### config.mk
export PLATFORM = sky130hd
export DESIGN_NAME = ps2_host_tx
export DESIGN_NICKNAME = d
export VERILOG_FILES = /design/src/rtl/ps2_host_tx.sv
export SDC_FILE = /design/constraint.sdc
export NUM_CORES = 1
export LEC_CHECK = 0
export BUFFER_PORTS_ARGS = -buffer_cell sky130_fd_sc_hd__buf_2
export CELL_PAD_IN_SITES_DETAIL_PLACEMENT = 1
export CELL_PAD_IN_SITES_GLOBAL_PLACEMENT = 1
export CORE_MARGIN = 2
export CORE_UTILIZATION = 45
export CTS_CLUSTER_SIZE = 28
export DETAILED_ROUTE_END_ITERATION = 16
export GPL_TIMING_DRIVEN = 0
export MAX_ROUTING_LAYER = met4
export PLACE_DENSITY = 0.85
export SETUP_SLACK_MARGIN = 0.15
export SLEW_MARGIN = 20
export SYNTH_ARGS = -nofsm -noshare
export SYNTH_HDL_FRONTEND = slang
export SYNTH_SLANG_ARGS = --single-unit
### constraint.sdc
create_clock -name CLOCK_50 -period 4.12 [get_ports CLOCK_50]
set_input_delay 0.206 -clock CLOCK_50 [delete_from_list [all_inputs] [get_ports CLOCK_50]]
set_output_delay 0.206 -clock CLOCK_50 [all_outputs]
set_load 0.03 [all_outputs]
### src/rtl/ps2_host_tx.sv
// ps2_host_tx -- host-to-device PS/2 command transmitter.
//
// Sends one command byte to a PS/2 device over the shared open-drain
// PS2_CLK/PS2_DAT lines and reports acknowledge, timeout or completion.
// The enclosing level wires each line as drive_low ? 0 : z.
//
// Ports:
//   CLOCK_50           in   system clock (50 MHz)
//   reset_n            in   asynchronous active-low reset
//   send               in   start request, sampled only when idle
//   tx_data[7:0]       in   command byte, latched on an accepted send
//   ps2_clk_in         in   raw PS2_CLK pin level (asynchronous)
//   ps2_dat_in         in   raw PS2_DAT pin level (asynchronous)
//   ps2_clk_drive_low  out  1 pulls PS2_CLK low
//   ps2_dat_drive_low  out  1 pulls PS2_DAT low
//   busy               out  high from accept until done
//   done               out  one-cycle pulse ending every transaction
//   ack_ok             out  device pulled DAT low at the ACK clock
//   error              out  a timeout ended the transaction
module ps2_host_tx #(
  parameter int unsigned INHIBIT_CYCLES = 5000,
  parameter int unsigned START_TIMEOUT  = 750000,
  parameter int unsigned FRAME_TIMEOUT  = 100000
) (
  input  logic       CLOCK_50,
  input  logic       reset_n,
  input  logic       send,
  input  logic [7:0] tx_data,
  input  logic       ps2_clk_in,
  input  logic       ps2_dat_in,
  output logic       ps2_clk_drive_low,
  output logic       ps2_dat_drive_low,
  output logic       busy,
  output logic       done,
  output logic       ack_ok,
  output logic       error
);

  // Data is put on the line one cycle before the clock is released, so the
  // start bit is already valid when the device sees CLK go high.
  localparam logic [19:0] INHIBIT_DAT  = 20'(INHIBIT_CYCLES - 32'd2);
  localparam logic [19:0] INHIBIT_LAST = 20'(INHIBIT_CYCLES - 32'd1);
  localparam logic [19:0] START_LAST   = 20'(START_TIMEOUT - 32'd1);
  localparam logic [19:0] FRAME_LAST   = 20'(FRAME_TIMEOUT - 32'd1);

  typedef enum logic [2:0] {
    IDLE     = 3'd0,
    INHIBIT  = 3'd1,
    RTS      = 3'd2,
    SHIFT    = 3'd3,
    ACK      = 3'd4,
    WAITIDLE = 3'd5,
    FIN      = 3'd6,
    ERR      = 3'd7
  } state_t;

  // Odd parity bit over the command byte.
  function automatic logic odd_parity(input logic [7:0] d);
    return ~^d;
  endfunction

  state_t      state_r;
  logic [1:0]  clk_sync_r;
  logic [1:0]  dat_sync_r;
  logic        clk_prev_r;
  logic [19:0] cnt_r;
  logic [3:0]  idx_r;
  logic [9:0]  shreg_r;
  logic        fall_s;
  logic [19:0] cnt_inc_s;

  // Synchronise both pins and keep the previous synced CLK for edge detect.
  always_ff @(posedge CLOCK_50 or negedge reset_n) begin
    if (!reset_n) begin
      clk_sync_r <= 2'b11;
      dat_sync_r <= 2'b11;
      clk_prev_r <= 1'b1;
    end else begin
      clk_sync_r <= {clk_sync_r[0], ps2_clk_in};
      dat_sync_r <= {dat_sync_r[0], ps2_dat_in};
      clk_prev_r <= clk_sync_r[1];
    end
  end

  assign fall_s    = clk_prev_r & ~clk_sync_r[1];
  // Counter saturates instead of wrapping so a stuck state never re-arms.
  assign cnt_inc_s = (cnt_r == 20'hF_FFFF) ? cnt_r : cnt_r + 20'd1;

  // Transaction state machine with registered line drives and status.
  always_ff @(posedge CLOCK_50 or negedge reset_n) begin
    if (!reset_n) begin
      state_r           <= IDLE;
      cnt_r             <= 20'd0;
      idx_r             <= 4'd0;
      shreg_r           <= 10'd0;
      ps2_clk_drive_low <= 1'b0;
      ps2_dat_drive_low <= 1'b0;
      busy              <= 1'b0;
      done              <= 1'b0;
      ack_ok            <= 1'b0;
      error             <= 1'b0;
    end else begin
      case (state_r)
        IDLE: begin
          ps2_clk_drive_low <= 1'b0;
          ps2_dat_drive_low <= 1'b0;
          busy              <= 1'b0;
          done              <= 1'b0;
          if (send) begin
            shreg_r           <= {1'b1, odd_parity(tx_data), tx_data};
            idx_r             <= 4'd0;
            cnt_r             <= 20'd0;
            ack_ok            <= 1'b0;
            error             <= 1'b0;
            busy              <= 1'b1;
            ps2_clk_drive_low <= 1'b1;
            state_r           <= INHIBIT;
          end
        end
        INHIBIT: begin
          // Device clock edges are ignored here: the host owns CLK.
          cnt_r <= cnt_inc_s;
          if (cnt_r == INHIBIT_DAT) begin
            ps2_dat_drive_low <= 1'b1;
          end
          if (cnt_r == INHIBIT_LAST) begin
            ps2_clk_drive_low <= 1'b0;
            ps2_dat_drive_low <= 1'b1;
            cnt_r             <= 20'd0;
            state_r           <= RTS;
          end
        end
        RTS: begin
          // The first device fall clocks out the start bit already on DAT.
          if (fall_s) begin
            cnt_r   <= 20'd0;
            idx_r   <= 4'd0;
            state_r <= SHIFT;
          end else if (cnt_r >= START_LAST) begin
            state_r <= ERR;
          end else begin
            cnt_r <= cnt_inc_s;
          end
        end
        SHIFT: begin
          cnt_r <= cnt_inc_s;
          if (cnt_r >= FRAME_LAST) begin
            state_r <= ERR;
          end else if (fall_s) begin
            ps2_dat_drive_low <= ~shreg_r[idx_r];
            if (idx_r == 4'd9) begin
              state_r <= ACK;
            end else begin
              idx_r <= idx_r + 4'd1;
            end
          end
        end
        ACK: begin
          cnt_r <= cnt_inc_s;
          if (cnt_r >= FRAME_LAST) begin
            state_r <= ERR;
          end else if (fall_s) begin
            ack_ok  <= ~dat_sync_r[1];
            state_r <= WAITIDLE;
          end
        end
        WAITIDLE: begin
          cnt_r <= cnt_inc_s;
          if (cnt_r >= FRAME_LAST) begin
            state_r <= ERR;
          end else if (clk_sync_r[1] && dat_sync_r[1]) begin
            state_r <= FIN;
          end
        end
        FIN: begin
          ps2_clk_drive_low <= 1'b0;
          ps2_dat_drive_low <= 1'b0;
          done              <= 1'b1;
          busy              <= 1'b0;
          state_r           <= IDLE;
        end
        ERR: begin
          ps2_clk_drive_low <= 1'b0;
          ps2_dat_drive_low <= 1'b0;
          error             <= 1'b1;
          ack_ok            <= 1'b0;
          state_r           <= FIN;
        end
        default: begin
          ps2_clk_drive_low <= 1'b0;
          ps2_dat_drive_low <= 1'b0;
          busy              <= 1'b0;
          done              <= 1'b0;
          state_r           <= IDLE;
        end
      endcase
    end
  end

endmodule

==> impl_results.md, run 1 <==
- Outcome: finished clean
- Syn Nets: 338
- Tot GR Track Use: 25.0%
- Fin Setup TNS: 0 ns
- Crit-path cells: clkbuf_1 > nor4b_1 > nand3_1 > nor4_1 > nor2_1 > clkbuf_1 > a21oi_1 > o21ai_1
- IO Port Bufs: 18
- Max-cap violations: 0
- Fin crit period: 2.96 ns
- Worst-Margin Slew: 0.812 ns
- Clk buf depth: 2
- Area grow syn2layout: 11.5%
- Layout Cells excl Fill: ~430
- Critical path type: reg -> reg
- Critical Path RT: 4.30 ns
- Worst Path Buf+Inv: 2
- Drt first-iter violations: 195
- # IOs: 19
- Slew Limit Fails: 0
- # fillers: 770
- RSZ-0062 raised after global routing: false
- Post-synthesis cell count: 321
- Die footprint: 0.00713 mm^2
- Routability cong.: 0.951
- Crit path capture type: register
- Commonest non-fill, non-tap cell in the layout: dfrtp_1
- Vias in the first global route: 2801
- Post-DRT Antenna Nets: 0
- Clock root buffer: clkbuf_8
- CP Launch Type: register
- Kind of cell adding the most delay to the critical path: simple AND/OR/NAND/NOR gates
- WL/cell: 19.5 um
- Seq/Total Area, Yosys: 41.5%
- Layout cell share with drive strength beyond 1: 14.3%
- Via count: 2716
- Yosys cell types: 57
- Global-route wire length before repair: between 10000 and 15000 um
- Post-layout net count: 366
- Commonest non-fill, non-tap cells in the layout: 43 x dfrtp_1, 29 x a21oi_1, 20 x buf_2, 19 x nor2_1, 17 x o21ai_0
- Num CTS Buffers: 5
- TritonCTS clock tree: done
- Core region area: 0.00631 mm^2
- Row count: 29
- Die height: 84.4 um
- Resized Gates After CTS: 0
- Initial antenna violation count: 0
- Skew final: 0.0109 ns
- DR vias/cell: 6.36
- Final hold vios: 0
- Crit-path most repeated cell: clkbuf_1
- DP HPWL: 5740 um
- P_leak: ~0.0013 uW
- Register bit total from synthesis: 48
- Worst slew margin: 45.7%
- Mapped Area: 0.00291 mm^2
- Placed cell count: between 400 and 500
- Clock sink total: between 40 and 50
- Worst min-delay path category: in -> reg
- Number of diodes: 0
- Max stage delay on crit path: 0.57 ns
- Ys Warns: 0
- Syn avg cell area: 9.07 um^2
- Initial core utilization: 46.1%
- Arrival time at the worst endpoint: around 3.1 ns
- Top FF cell, synth: dfrtp_1
- Routed Wire Length: 8320 um
- Overflow after GRT: 0
- CP max FO: 10
- Post-route DRC: 0
- Final-report setup violation count: 0
- Pwr/cell area: 619 mW/mm^2
- EDFF count, synth: 0
- Slowest-stage cell, CP: nor4b_1
- Clock latency on the worst-skew pair: 0.31 ns
- Largest net degree at the start of global routing: between 40 and 50
- H-tree depth: 2
- Maximum VDD drop: 0.331 mV
- Final period util: 71.8%
- Max frequency: 0.338 GHz
- First drt pass iteration count: 4
- CTS clk-pin slew, worst paths: 0.10 ns
- Async SR Flop Fraction: 100%
- Chip Width: 84.4 um
where the power goes:
group / internal [uW] / switching [uW] / total [uW]
combinational: 362 / 611 / 973
clock: 183 / 175 / 358
sequential: 591 / 87.8 / 679
final timing paths:
check | slack [ns] | start | cells after the start | to
min | 0.16 | tx_data[2] | 2 | shreg_r[2]
min reg2reg | 0.36 | dat_sync_r[0] | 0 | dat_sync_r[1]
max | 1.16 | cnt_r[11] | 8 | cnt_r[9]
max reg2reg | 1.16 | cnt_r[11] | 8 | cnt_r[9]
min in group asynchronous | 0.49 | reset_n | 2 | error
max in group asynchronous | 3.19 | reset_n | 2 | cnt_r[0]
layout make-up:
type                       count  area (um^2)  area share (%)
multi-input combinational    241         1580            48.7
sequential                    48         1210            37.2
timing repair buffer          21          123            3.78
tap                           77         96.3            2.97
buffer                        19         75.1            2.31
clock buffer                   5         68.8            2.12
inverter                      13         48.8            1.50
clock inverter                 3         47.5            1.46
synthesized netlist by cell type, types with 7 or more instances:
| master | instances | area, um^2 |
|---|---|---|
| a21oi_1 | 29 | 145 |
| and3_1 | 8 | 50.1 |
| clkbuf_1 | 15 | 56.3 |
| dfrtp_1 | 43 | 1080 |
| inv_1 | 13 | 48.8 |
| mux2_2 | 9 | 101 |
| nand2_1 | 16 | 60.1 |
| nand3_1 | 16 | 80.1 |
| nand4_1 | 7 | 43.8 |
| nor2_1 | 19 | 71.3 |
| nor3_1 | 13 | 65.1 |
| nor4_1 | 7 | 43.8 |
| o21ai_0 | 17 | 85.1 |
| o21ai_1 | 10 | 50.1 |
| xnor2_1 | 7 | 61.3 |
sequential cells by signal, summed over array words and instances, names as in the netlist:
register           cells
cnt_r                 20
shreg_r               10
idx_r                  4
state_r                3
clk_sync_r             2
dat_sync_r             2
ack_ok                 1
busy                   1
clk_prev_r             1
done                   1
error                  1
ps2_clk_drive_low      1
ps2_dat_drive_low      1
metal layers:
metal / GRT usage (%) / vias up / part of all wire (%)
met4: 8.23 / 0 / 1.7
li1: - / 1265 / -
met1: 33.0 / 1370 / 45
met3: 3.93 / 14 / 3.2
met5: - / - / 0
met2: 39.6 / 67 / 50
per-stage QoR:
step / total power [uW] / hold WS (ns) / utilization, % / instance area [um^2] / setup slack (ns)
after CTS: 2010 / 0.132 / 51.2 / 3230 / 1.23
after floorplan: 1370 / -0.0896 / - / 2910 / 1.78
after global placement: 1600 / 0.314 / 49.0 / 3100 / 1.40
after global routing: 2160 / 0.154 / 51.4 / 3250 / 0.997
after detailed placement: 1640 / 0.313 / 49.0 / 3100 / 1.26
final: 2010 / 0.162 / 51.4 / 3250 / 1.16
cell families after synthesis:
logic type / synth area share (%)
compound gates: 21.4
xor+xnor: 2.11
fa+ha+maj: 1.72
buf+inv: 4.26
flops: 41.5
mux: 6.41
simple gates: 22.7
repair_timing:
action                                 CTS  global route
setup buffers                            0             0
endpoints found under the hold margin    2            43
setup endpoints to repair                0             0
hold buffers                             2             1
Note: power is estimated with default switching activity, not from simulation.
==> run 2: changes to the inputs <==
- clock period: 4.12 -> 2.9 ns (I/O delays scaled with it)
==> run 2 against run 1 <==
Against the previous run:
- die area stayed put
- total power rose by 45%
- clock-buffer cell count unchanged
- clock power up 43%
- first-iteration DRC count grew 14%
- sequential power up 43%
- combinational power is 48% higher
- wire length is 1.8% higher
- utilization up 1.1 points
- clock skew rose by 0.0017 ns
- setup slack got worse by 0.93 ns
- critical path type unchanged
- largest power group unchanged
==> impl_results.md, run 2 (same netlist as run 1, synthesis figures left out) <==
- Routability cong.: approximately 0.95
- Critical Path RT: between 3 and 4 ns
- Commonest non-fill, non-tap cells in the layout: 43 x dfrtp_1, 29 x a21oi_1, 19 x buf_2, 19 x nor2_1, 17 x o21ai_0
- Final hold vios: 0
- CP max FO: 10
- Post-DRT Antenna Nets: 0
- Area grow syn2layout: 13.9%
- Initial core utilization: 46.1%
- Post-Route Utilization: 52.5%
- RSZ-0062 raised after global routing: false
- Worst slew margin: about 46%
- # fillers: about 770
- TritonCTS clock tree: done
- Commonest non-fill, non-tap cell in the layout: dfrtp_1
- Chip Width: 84.4 um
- Largest net degree at the start of global routing: 49
- CTS clk-pin slew, worst paths: 0.10 ns
- Number of diodes: 0
- Worst min-delay path category: in -> reg
- Maximum VDD drop: 0.471 mV
- Critical path type: reg -> reg
- Tot GR Track Use: 25.0%
- Fin crit period: 2.67 ns
- Layout Cells excl Fill: 427
- IO Port Bufs: 18
- Max frequency: 0.375 GHz
- # IOs: 19
- CP Launch Type: register
- Layout cell share with drive strength beyond 1: 17.4%
- Biggest regs: cnt_r: 20 flops, shreg_r: 10 flops, idx_r: 4 flops
- Arrival time at the worst endpoint: 2.86 ns
- Worst-Margin Slew: 0.812 ns
- Final period util: between 90 and 100%
- Post-layout net count: 366
- Clock root buffer: clkbuf_8
- Crit path capture type: register
- Core region area: 0.00631 mm^2
- Fin Setup TNS: 0 ns
- Clock latency on the worst-skew pair: around 0.31 ns
- Outcome: finished clean
- Max-cap violations: 0
- Max FFs per register: 20
- Placed cell count: ~420
- Initial antenna violation count: 0
- Worst hold slack: around 0.10 ns
- Clk buf depth: 2
- Final-report setup violation count: 0
- P_leak: 0.00135 uW
- First drt pass iteration count: 4
- Overflow after GRT: 0
- Global-route wire length before repair: 13900 um
- Slew Limit Fails: 0
- Pwr/cell area: a little under 900 mW/mm^2
- Drt first-iter violations: about 220
- Num CTS Buffers: 5
- Post-CTS setup repair buffer count: 0
- Die height: 84.4 um
- Die footprint: just over 0.007 mm^2
- Total Power: 2920 uW
- Routed Wire Length: 8460 um
- Skew final: between 0.01 and 0.015 ns
- Vias in the first global route: 2801
- Post-route DRC: 0
- Clock sink total: 48
- Row count: 29
- WL/cell: between 15 and 20 um
- H-tree depth: 2
- Via count: 2722
- Top reg by flops: cnt_r
- DR vias/cell: 6.37
- DP HPWL: approximately 5700 um
## run 2: cell count changes in the layout (fill, tap and decap cells not counted), moves of 2 or more
| cell | delta |
|---|---|
| clkbuf_2 | +3 |
| nor3_1 | -3 |
| nor3_2 | +3 |
| clkbuf_1 | -2 |
| nor4b_1 | -2 |
| nor4b_2 | +2 |
## run 2: report_power, final
group          switching, uW  leakage, uW  internal (uW)
combinational            901     0.000678            540
sequential               128     0.000612            840
clock                    251    0.0000583            260
## run 2: repair_timing
item,CTS,global route
endpoints found under the hold margin,2,43
setup endpoints to repair,11,21
hold buffers,2,1
gates resized for setup,2,14
## run 2: final cells by class
cell class / instances / area, um^2 / area share [%]
Inverter: 13 / 48.8 / 1.47
Clock inverter: 3 / 47.5 / 1.43
Clock buffer: 5 / 68.8 / 2.08
Tap cell: 77 / 96.3 / 2.91
Buffer: 19 / 81.3 / 2.45
Multi-Input combinational cell: 241 / 1640 / 49.5
Sequential cell: 48 / 1210 / 36.4
Timing Repair Buffer: 21 / 123 / 3.70
## run 2: stage by stage
step           cell area [um^2]  setup slack (ns)
2_1_floorplan              2910             0.563
3_3_place_gp               3100             0.177
3_5_place_dp               3100            0.0402
4_1_cts                    3240             0.161
5_1_grt                    3310             0.144
6_report                   3310             0.234
## run 2: per-layer routing
layer / share of wire [%] / wire (um) / global-route usage [%]
met1: 45 / 3820 / 32.9
met2: 50 / 4220 / 39.6
met3: 3.4 / 290 / 3.93
met4: 1.5 / 125 / 8.23
met5: 0 / 0 / -
## run 2: critical path, cell delays in order, from the launching register on
cell,delay (ns)
dfrtp_1,0.45
ha_2,0.26
a311o_1,0.37
a311o_1,0.41
a311o_1,0.34
buf_2,0.21
clkbuf_2,0.24
a21oi_1,0.17
mux2i_1,0.09
## run 2: final timing paths
kind	from	to	slack, ns	cells after the start
max in group asynchronous	reset_n	cnt_r[4]	2.04	2
min reg2reg	dat_sync_r[0]	dat_sync_r[1]	0.36	0
max reg2reg	cnt_r[1]	cnt_r[14]	0.23	8
max	cnt_r[1]	cnt_r[14]	0.23	8
min in group asynchronous	reset_n	error	0.42	2
min	tx_data[2]	shreg_r[2]	0.1	2
